$ cat src/rtl/dataram_arbiter.sv
// ============================================================================
// dataram_arbiter: two-port round-robin arbiter in front of a single DataRAM
// Rev 1.0
// ============================================================================
`default_nettype none

module dataram_arbiter #(
  parameter int n     = 5,
  parameter int m     = 32,
  parameter int BURST = 4
) (
  input  logic         Clk,
  input  logic         Reset,
  input  logic         Req0,
  input  logic         WR0,
  input  logic [n-1:0] Addr0,
  input  logic [m-1:0] WData0,
  output logic         Gnt0,
  output logic         RValid0,
  output logic [m-1:0] RData0,
  input  logic         Req1,
  input  logic         WR1,
  input  logic [n-1:0] Addr1,
  input  logic [m-1:0] WData1,
  output logic         Gnt1,
  output logic         RValid1,
  output logic [m-1:0] RData1,
  output logic [n-1:0] MemAddr,
  output logic [m-1:0] MemDataIn,
  output logic         MemWR,
  input  logic [m-1:0] MemDataOut
);

  typedef enum logic [1:0] {
    IDLE = 2'd0,
    OWN0 = 2'd1,
    OWN1 = 2'd2
  } state_t;

  localparam logic [3:0] c_BURST = 4'(BURST);

  state_t       state_q, state_d;
  logic [3:0]   cnt_q, cnt_d;
  logic         last_q, last_d;
  logic         rvalid0_q, rvalid1_q;
  logic [m-1:0] rdata0_q, rdata1_q;

  logic         w_acc0, w_acc1;
  logic [3:0]   w_cnt_sat;

  assign Gnt0    = (state_q == OWN0) & ~Reset;
  assign Gnt1    = (state_q == OWN1) & ~Reset;
  assign w_acc0  = Gnt0 & Req0;
  assign w_acc1  = Gnt1 & Req1;
  assign MemWR   = (w_acc0 & WR0) | (w_acc1 & WR1);
  assign RValid0 = rvalid0_q;
  assign RValid1 = rvalid1_q;
  assign RData0  = rdata0_q;
  assign RData1  = rdata1_q;

  always_comb begin
    MemAddr   = '0;
    MemDataIn = '0;
    if (Gnt0) begin
      MemAddr   = Addr0;
      MemDataIn = WData0;
    end else if (Gnt1) begin
      MemAddr   = Addr1;
      MemDataIn = WData1;
    end
  end

  // Count saturates so a late-arriving competitor still gets its turn after one more transfer.
  assign w_cnt_sat = (cnt_q >= c_BURST) ? c_BURST : cnt_q + {3'b000, (w_acc0 | w_acc1)};

  always_comb begin
    state_d = state_q;
    cnt_d   = cnt_q;
    last_d  = last_q;
    case (state_q)
      IDLE: begin
        if (Req0 & Req1) begin
          state_d = last_q ? OWN0 : OWN1;
          last_d  = ~last_q;
          cnt_d   = 4'd0;
        end else if (Req0) begin
          state_d = OWN0;
          last_d  = 1'b0;
          cnt_d   = 4'd0;
        end else if (Req1) begin
          state_d = OWN1;
          last_d  = 1'b1;
          cnt_d   = 4'd0;
        end
      end
      OWN0: begin
        if (Req1 & (~Req0 | (w_cnt_sat == c_BURST))) begin
          state_d = OWN1;
          last_d  = 1'b1;
          cnt_d   = 4'd0;
        end else if (~Req0 & ~Req1) begin
          state_d = IDLE;
          cnt_d   = 4'd0;
        end else begin
          cnt_d   = w_cnt_sat;
        end
      end
      OWN1: begin
        if (Req0 & (~Req1 | (w_cnt_sat == c_BURST))) begin
          state_d = OWN0;
          last_d  = 1'b0;
          cnt_d   = 4'd0;
        end else if (~Req0 & ~Req1) begin
          state_d = IDLE;
          cnt_d   = 4'd0;
        end else begin
          cnt_d   = w_cnt_sat;
        end
      end
      default: begin
        state_d = IDLE;
        cnt_d   = 4'd0;
      end
    endcase
  end

  always_ff @(posedge Clk) begin
    if (Reset) begin
      state_q   <= IDLE;
      cnt_q     <= 4'd0;
      last_q    <= 1'b1;
      rvalid0_q <= 1'b0;
      rvalid1_q <= 1'b0;
      rdata0_q  <= '0;
      rdata1_q  <= '0;
    end else begin
      state_q   <= state_d;
      cnt_q     <= cnt_d;
      last_q    <= last_d;
      rvalid0_q <= w_acc0 & ~WR0;
      rvalid1_q <= w_acc1 & ~WR1;
      if (w_acc0 & ~WR0) rdata0_q <= MemDataOut;
      if (w_acc1 & ~WR1) rdata1_q <= MemDataOut;
    end
  end

endmodule

`default_nettype wire

$ cat config.mk
export PLATFORM = sky130hd
export DESIGN_NAME = dataram_arbiter
export DESIGN_NICKNAME = d
export VERILOG_FILES = /design/src/rtl/dataram_arbiter.sv
export SDC_FILE = /design/constraint.sdc
export NUM_CORES = 1
export LEC_CHECK = 0
export ABC_AREA = 1
export CAP_MARGIN = 10
export CORE_ASPECT_RATIO = 1.1
export CORE_MARGIN = 5
export CORE_UTILIZATION = 36
export DETAILED_ROUTE_END_ITERATION = 6
export PLACE_DENSITY = 0.84
export SETUP_SLACK_MARGIN = 0.4
export SYNTH_ARGS = -nofsm -noshare
export SYNTH_HDL_FRONTEND = slang
export SYNTH_SLANG_ARGS = --single-unit
$ cat constraint.sdc
create_clock -name Clk -period 2.6 [get_ports Clk]
set_input_delay 0.52 -clock Clk [delete_from_list [all_inputs] [get_ports Clk]]
set_output_delay 0.52 -clock Clk [all_outputs]
set_load 0.05 [all_outputs]
## Word-level counts from Yosys, hierarchy flattened

Index checks and enable logic that the tools add are counted.

| word-level totals | value |
|---|---|
| flip-flop bits (word level) | 73 |
| input bits | 112 |
| output and inout bits | 106 |
| logic and storage cells | 66 |

| operators by class | value |
|---|---|
| add/sub/neg operators | 1 |
| order comparisons | 1 |
| eq/ne operators | 6 |
| mux-type cells | 26 |
| bitwise operators | 22 |
| reductions and logical operators | 3 |

Operators with widths:

| cell | number |
|---|---|
| $mux 32 | 2 |
| $mux 4 | 7 |
| $mux 2 | 7 |
| $and 1x1->1 | 12 |
| $pmux 4 s3 | 1 |
| $mux 5 | 2 |
| $not 1->1 | 6 |
| $pmux 2 s3 | 1 |
| $mux 1 | 5 |
| $add 4x1->4 | 1 |
| $eq 4x3->1 const B | 1 |
| $ge 4x3->1 const B | 1 |
| $ne 2x1->1 const B | 2 |
| $ne 4x4->1 const B | 1 |
| $or 1x1->1 | 4 |
| $reduce_and 4->1 | 1 |
| $pmux 1 s3 | 1 |
| $reduce_bool 3->1 | 1 |
| $eq 2x1->1 const B | 1 |
| $eq 2x2->1 const B | 1 |
| $logic_not 2->1 | 1 |

## Longest topological paths before layout

| logic depth | value |
|---|---|
| depth in word-level cells | 11 |
| gate-level depth with buffers | 19 |
| depth with buffers taken out | 19 |

## Worst setup path after synthesis

Ideal clock, no wire load.

| timing | value |
|---|---|
| kind | reg-to-output |
| start point | reg state_q[1] |
| end point | out MemDataIn[12] |
| arrival | 2.335 ns |
| required time | 2.080 ns |
| slack | -0.255 ns |
| stages on the path, launching flop included | 8 |
| path buffers | 2 |
| path through | dfxtp_1 -> inv_1 -> ha_1 -> inv_2 -> buf_2 -> buf_1 -> nand2_1 -> o21ai_0 |

| on the way | value |
|---|---|
| longest elaborated chain between the ends | 4 |
| elaborated cells on any way between the ends | 6 |
| classes of those cells | 2 x eq/ne; 2 x mux; 2 x bitwise |

RTL lines:

| element | line | RTL |
|---|---|---|
| start: declaration | 42 | `state_t state_q, state_d;` |
| start signal: assignment | 137 | `state_q <= state_d;` |
| $eq 2x2->1 | 52 | `assign Gnt1 = (state_q == OWN1) & ~Reset;` |
| $and 1x1->1 | 52 |  |
| $mux 32 | 67 | `end else if (Gnt1) begin` |
| $mux 32 (*) | 64 | `if (Gnt0) begin` |
| end: declaration | 29 | `output logic [m-1:0] MemDataIn,` |

Every way passes the cells marked *; elsewhere a longest branch is shown, timed or not.

## Worst setup path in the final report

| timing | value |
|---|---|
| start point | reg state_q[1] |
| end point | out MemAddr[2] |

| on the way | value |
|---|---|
| longest elaborated chain between the ends | 4 |
| elaborated cells on any way between the ends | 6 |
| classes of those cells | 2 x eq/ne; 2 x mux; 2 x bitwise |

RTL lines:

| element | line | RTL |
|---|---|---|
| $eq 2x2->1 | 52 |  |
| $and 1x1->1 | 52 |  |
| $mux 5 | 67 |  |
| $mux 5 (*) | 64 |  |
| end: declaration | 28 | `output logic [n-1:0] MemAddr,` |

Marks and branches as above.

==> key figures <==
Logic synthesis
  • YS warnings: 0
  • Mean post-synth cell area: 6.82 µm²
  • Distinct cells, synth: 22
  • Synth top area share: 0.438
  • Post-synth top area cell: dfxtp_1
  • Mapped Area: 3340 µm²
  • Register area share after synthesis: 0.438
  • Synthesized Nets: 607
  • Seq cells post-synth: 73
  • Cells after Synth: 489
  • Top post-synthesis cells by area: dfxtp_1 44%, nor2_1 15%, o21ai_0 14%, nand2_1 12%, ha_1 2.2%

Global routing
  • Overflow left after global routing: 0
  • First-pass GRT wire length: 23.3 mm
  • Antenna violations before repair: 2
  • Most used routing layer: met2
  • Met3 Track Usage GR: 0.119
  • Overall Global Routing Usage: 0.263
  • Vias in the first global route: 4445
  • Largest net degree at the start of global routing: 67
  • Grt met1 use: 0.262
  • GR met2 Demand/Resource: 0.466

Detailed routing
  • Vias: 4299
  • WL/cell: 19.0 µm
  • DR iter-0 viols: 257
  • Remaining DRCs: 0
  • Number of routed nets with antenna violations: 0
  • Routed wire length: 16.0 mm
  • Via density: 5.11
  • 1st-pass router iterations: 6

Setup path
  • Reg2reg start: state_q[1]
  • Worst reg2reg endpoint: last_q
  • Worst path cell trace: inv_4 > ha_4 > inv_4 > nor2_4 > buf_12 > buf_16 > buf_12 > buf_12 > nand2_4 > o21ai_4 > buf_12
  • CP required: 2.08 ns
  • Most used cell, CP: buf_12
  • Slowest CP cell: dfxtp_4
  • R2r worst-path depth: 19
  • R2r setup slk: 0.31 ns
  • Max FO, Critical Path: 5
  • Critical path buffers and inverters: 7
  • Crit end category: output port
  • CP Data Arrival Time: 1.86 ns
  • Critical path's top delay family: buffers and inverters
  • Kind of critical path: reg2out
  • Max incr delay on CP: 0.36 ns
  • CP Launch Type: register

Timing
  • Setup violators final: 0
  • RSZ-0062 raised after global routing: yes
  • Endpoints failing hold: 0
  • Worst hold margin: 0.458 ns
  • Fin Setup TNS: 0 ns
  • Worst-Margin Slew: 0.585 ns
  • Clock period minus worst slack: 2.38 ns
  • Clk_skew: 0.00288 ns
  • Final worst path period share: 0.916
  • Max Slew Vio Count: 0
  • Max Freq: 0.420 GHz
  • Max transition margin: 0.609

Clocking
  • CTS sink cnt: 73
  • Clk slew on worst S/H paths: 0.07 ns
  • CTS tree: done
  • CTS Buffer Depth: 2
  • CTS buffer count: 9
  • Hold-fix buffer count after cts: 0
  • Clk_lat worst skew: 0.34 ns
  • H-tree Lvls: 3
  • CTS Root Cell: clkbuf_8

Finish
  • Fin area: 7120 µm²
  • Layout cells sized above 1: 0.234
  • Reg area: 1470 µm²
  • Final nets: 844
  • Multi-input gate area: 2150 µm²
  • Layout fillers: 561
  • Area growth syn-to-layout: 113%

Floorplanning
  • Num rows: 36
  • Die width: 102 µm
  • Die ar.: 11300 µm²
  • Core ar.: 8960 µm²
  • Die Ht: 111 µm
  • Io pins: 218
  • Initial core utilization: 0.372

Worst hold path
  • Min-delay worst type: reg2reg
  • Hold wc startpoint: cnt_q[3]
  • Hold path depth: 2
  • WHS Endpoint: cnt_q[3]

Power and ir drop
  • Leakage: 3.04 nW
  • Worst IR drop on VDD: 442 µV
  • Power Density: 496 nW/µm²

Place
  • Gpl congestion: 0.920
  • Post-Place Cell Area: 6260 µm²
  • PortBufs: 217
  • HPWL after DPL: 10.5 mm

Run
  • MaxCap Viol Count: 0

Outcome
  • Status: finished, final reports clean
## sequential cells by signal (all words and copies together) (netlist names)
signal,count
RData1,32
last_q,1
RValid0,1
RValid1,1
cnt_q,4
RData0,32
state_q,2
## worst max path at each step
stage,cells past startpoint,slack [ns],start,endpoint
5_1_grt,11,0.14,state_q[1],MemAddr[2]
3_5_place_dp,17,-0.18,Reset,last_q
2_1_floorplan,6,0.10,state_q[0],MemDataIn[12]
3_3_place_gp,17,-0.06,Reset,last_q
4_1_cts,11,0.27,state_q[1],MemAddr[2]
6_report,11,0.22,state_q[1],MemAddr[2]
## through the flow
stage	std cells	utilization	setup slack, ns	total power, mW
6_report	842	0.795	0.218	3.53
5_1_grt	841	0.794	0.142	3.68
4_1_cts	833	0.767	0.274	3.46
3_5_place_dp	805	0.698	-0.176	2.46
3_3_place_gp	805	0.698	-0.0556	2.44
2_1_floorplan	489	-	0.101	1.86
## power by group
| group | internal, mW | leakage (nW) | switching, mW | total, mW |
|---|---|---|---|---|
| clock | 0.449 | 0.0872 | 0.385 | 0.834 |
| sequential | 1.16 | 0.591 | 0.0283 | 1.19 |
| combinational | 0.695 | 2.36 | 0.814 | 1.51 |
## worst register-to-register path, stage by stage, from the launching register on
cell     delay (ns)
dfxtp_4        0.36
inv_4          0.06
ha_4           0.15
inv_4          0.04
nor2_4         0.14
buf_6          0.18
nand2_4        0.07
nand2_4        0.06
ha_4           0.13
ha_4           0.20
o21ai_1        0.12
nand2_1        0.08
nand2_1        0.09
nand2_2        0.08
nand2_2        0.10
nand2_4        0.07
inv_4          0.05
nand2_2        0.03
nand2_1        0.07
nand3_1        0.06
## what timing repair did
item	in CTS	in global routing
endpoints found under the setup margin	45	45
hold endpoints to repair	0	0
pin swaps	6	14
cloned	5	3
gates resized for setup	58	34
setup buffers	11	5
## cell usage after synthesis (all sizes together)
cell type / instances
dfxtp: 73
nor2: 138
buf: 18
nand3: 10
ha: 6
a21oi: 5
inv: 14
o21ai: 103
nand2: 107
clkbuf: 13
nand4: 2
## cell families (layout without fill, tap and decap cells)
group	count (synthesis)	in the layout	synth area share
AO/OA/AOI/OAI	108	108	0.162
adder cells (fa/ha/maj)	6	6	0.0225
buffers and inverters	45	283	0.0701
flip-flops	73	73	0.438
other	0	1	0
AND/OR/NAND/NOR	257	257	0.307
## layer usage
| metal | wire length [µm] | vias up |
|---|---|---|
| li1 | - | 2034 |
| met2 | 8130 | 252 |
| met4 | 439 | 4 |
| met1 | 5320 | 1977 |
| met3 | 2110 | 32 |
| met5 | 22 | - |
## layout make-up
class,count,share of cell area
diodes,1,0.000351
clock buffers,11,0.0198
clock inverters,1,0.00422
inverters,14,0.00913
multi-input cells,371,0.302
flip-flops and latches,73,0.206
well taps,114,0.0200
repair buffers,257,0.438
## placed cells by master (no fill, tap or decap), drive strengths merged
cell type / Yosys / layout
diode: 0 / 1
nand2: 107 / 107
clkbuf: 13 / 13
clkdlybuf4s50: 0 / 176
nand3: 10 / 10
dfxtp: 73 / 73
bufinv: 0 / 1
dlygate4sd2: 0 / 1
buf: 18 / 78
o21ai: 103 / 103
nand4: 2 / 2
a21oi: 5 / 5
ha: 6 / 6
nor2: 138 / 138
inv: 14 / 14
Note: power is estimated with default switching activity, not from simulation.
==> variant (same flow settings) <==
Encoding of `state_t`: now one-hot (3 bits for 3 states).
--- a/src/rtl/dataram_arbiter.sv
+++ b/src/rtl/dataram_arbiter.sv
@@ -31,10 +31,10 @@
   input  logic [m-1:0] MemDataOut
 );
 
-  typedef enum logic [1:0] {
-    IDLE = 2'd0,
-    OWN0 = 2'd1,
-    OWN1 = 2'd2
+  typedef enum logic [2:0] {
+    IDLE = 3'b001,
+    OWN0 = 3'b010,
+    OWN1 = 3'b100
   } state_t;
 
   localparam logic [3:0] c_BURST = 4'(BURST);
Check against the original RTL: no difference found for any inputs over 10 cycles, from zero or initial values and one cycle with Reset high; not proved beyond that.
==> variant against the unedited design <==
Final area is 2.2% lower. Via count down 6.2%. Wire length up 9.1%. Area after synthesis fell by 2.2%. Register-to-register slack lost 0.05 ns. Setup slack improved by 0.045 ns. Power fell by 12%. Sequential cell count rose by 1. Critical endpoint is now cnt_q[1]. Largest cell class unchanged. Largest power group is now sequential cells. Highest routed layer is now met4.
==> variant: results <==
set metrics [dict create \
    wirelength_mm 17.47 \
    cellInternalPower_w 0.002165 \
    syn2layout_area_growth_pct 113.5 \
    preCtsSetupSlack_ns -0.1470 \
    viasPerCell 5.212 \
    outcome "complete, no violations" \
    grt_pass1_vias 3954 \
    cpPeakStageDelay_ns 0.34 \
    syn-num-nets 529 \
    met2_length_mm 9.230 \
    fillers 532 \
    grt_max_degree 70 \
    fin_nets 769 \
    syn_area_per_cell_sq_um 7.860 \
    diodes 0 \
    whs_endpoint "cnt_q[3]" \
    ys_seq_area_share_pct 45.42 \
    synthAdderAreaFrac_pct 0.7672 \
    gr-usage-met3_pct 6.536 \
    drtIter0Drc 217 \
    vdd_ir_drop_max_mv 0.3924 \
    clockPowerShare_pct 32.8 \
    fin_skew_ns 0.01440 \
    rr_worst_depth 20 \
    grt_util_met2_pct 44.78 \
    clk_pin_slew_ns 0.09 \
    cp_data_arrival_time_ns 2.58 \
    globalplace.congestion 0.7929 \
    r2r_end "cnt_q[1]" \
    yosysWarnings 0 \
    synth-compound-area-share_pct 21.37 \
    wl_per_cell_microns 22.57 \
    grtUsageMet1_pct 29.33 \
    r2r_slack_ns 0.26 \
    antenna_found_initial 0 \
    p_seq_w 0.00119 \
    top_layer "met4" \
    tightestPinTransition_ns 0.6007 \
    synthTopCellsByArea "dfxtp_1 (45%), nor2_1 (12%), a22o_1 (9.9%)" \
    power_w 0.003113 \
    first_pass_iters 5 \
    grt_first_pass_wirelength_mm 21.58 \
    p_leak_nw 2.889 \
    m1WireLength_mm 6.124 \
    yosysUniqueCellTypes 24 \
    dpl.cell_count 734 \
    fmax_mhz 428.0 \
    cp_top_family "simple AND/OR/NAND/NOR gates" \
    grt.total_usage_pct 24.99 \
    worst-path-max-fanout 4 \
    dp.final_hpwl_mm 9.844 \
    layout-drive-gt1-share_pct 28.79 \
    setup.worst_path.class "flip-flop to flip-flop" \
    netlist_top_cells_count "nor2_1 (107), dfxtp_1 (74), a22o_1 (37), o21ai_0 (37), nor2_2 (32)" \
]
## variant: timing repair
action,in CTS,in global routing
endpoints found under the setup margin,46,45
cloned,4,8
pin swaps,24,13
gates resized for setup,34,34
endpoints found under the hold margin,0,0
setup buffers,8,4
## variant: stage by stage
stage	hold slack (ns)	utilization (%)	instance area, sq um
after floorplan	0.4246	-	3276
after global placement	0.4354	67.08	5952
after detailed placement	0.4399	67.08	5952
after CTS	0.4525	73.72	6541
after global routing	0.4880	78.47	6963
final	0.4566	78.47	6963
## variant: final cells by class
cell class,instances,share of cell area [%]
clock buffers,9,1.779
multi-input cells,293,27.37
well taps,114,2.049
inverters,21,1.276
flip-flops and latches,74,21.33
clock inverters,7,1.420
repair buffers,256,44.78
## variant: worst reg2reg max path, delay by kind of cell, from the launching register on
kind	cells	cell delay [ns]
and+or+nand+nor	12	0.99
AOI/OAI and AO/OA	1	0.15
adders and majority gates	2	0.34
DFF	1	0.34
buffers and inverters	5	0.40
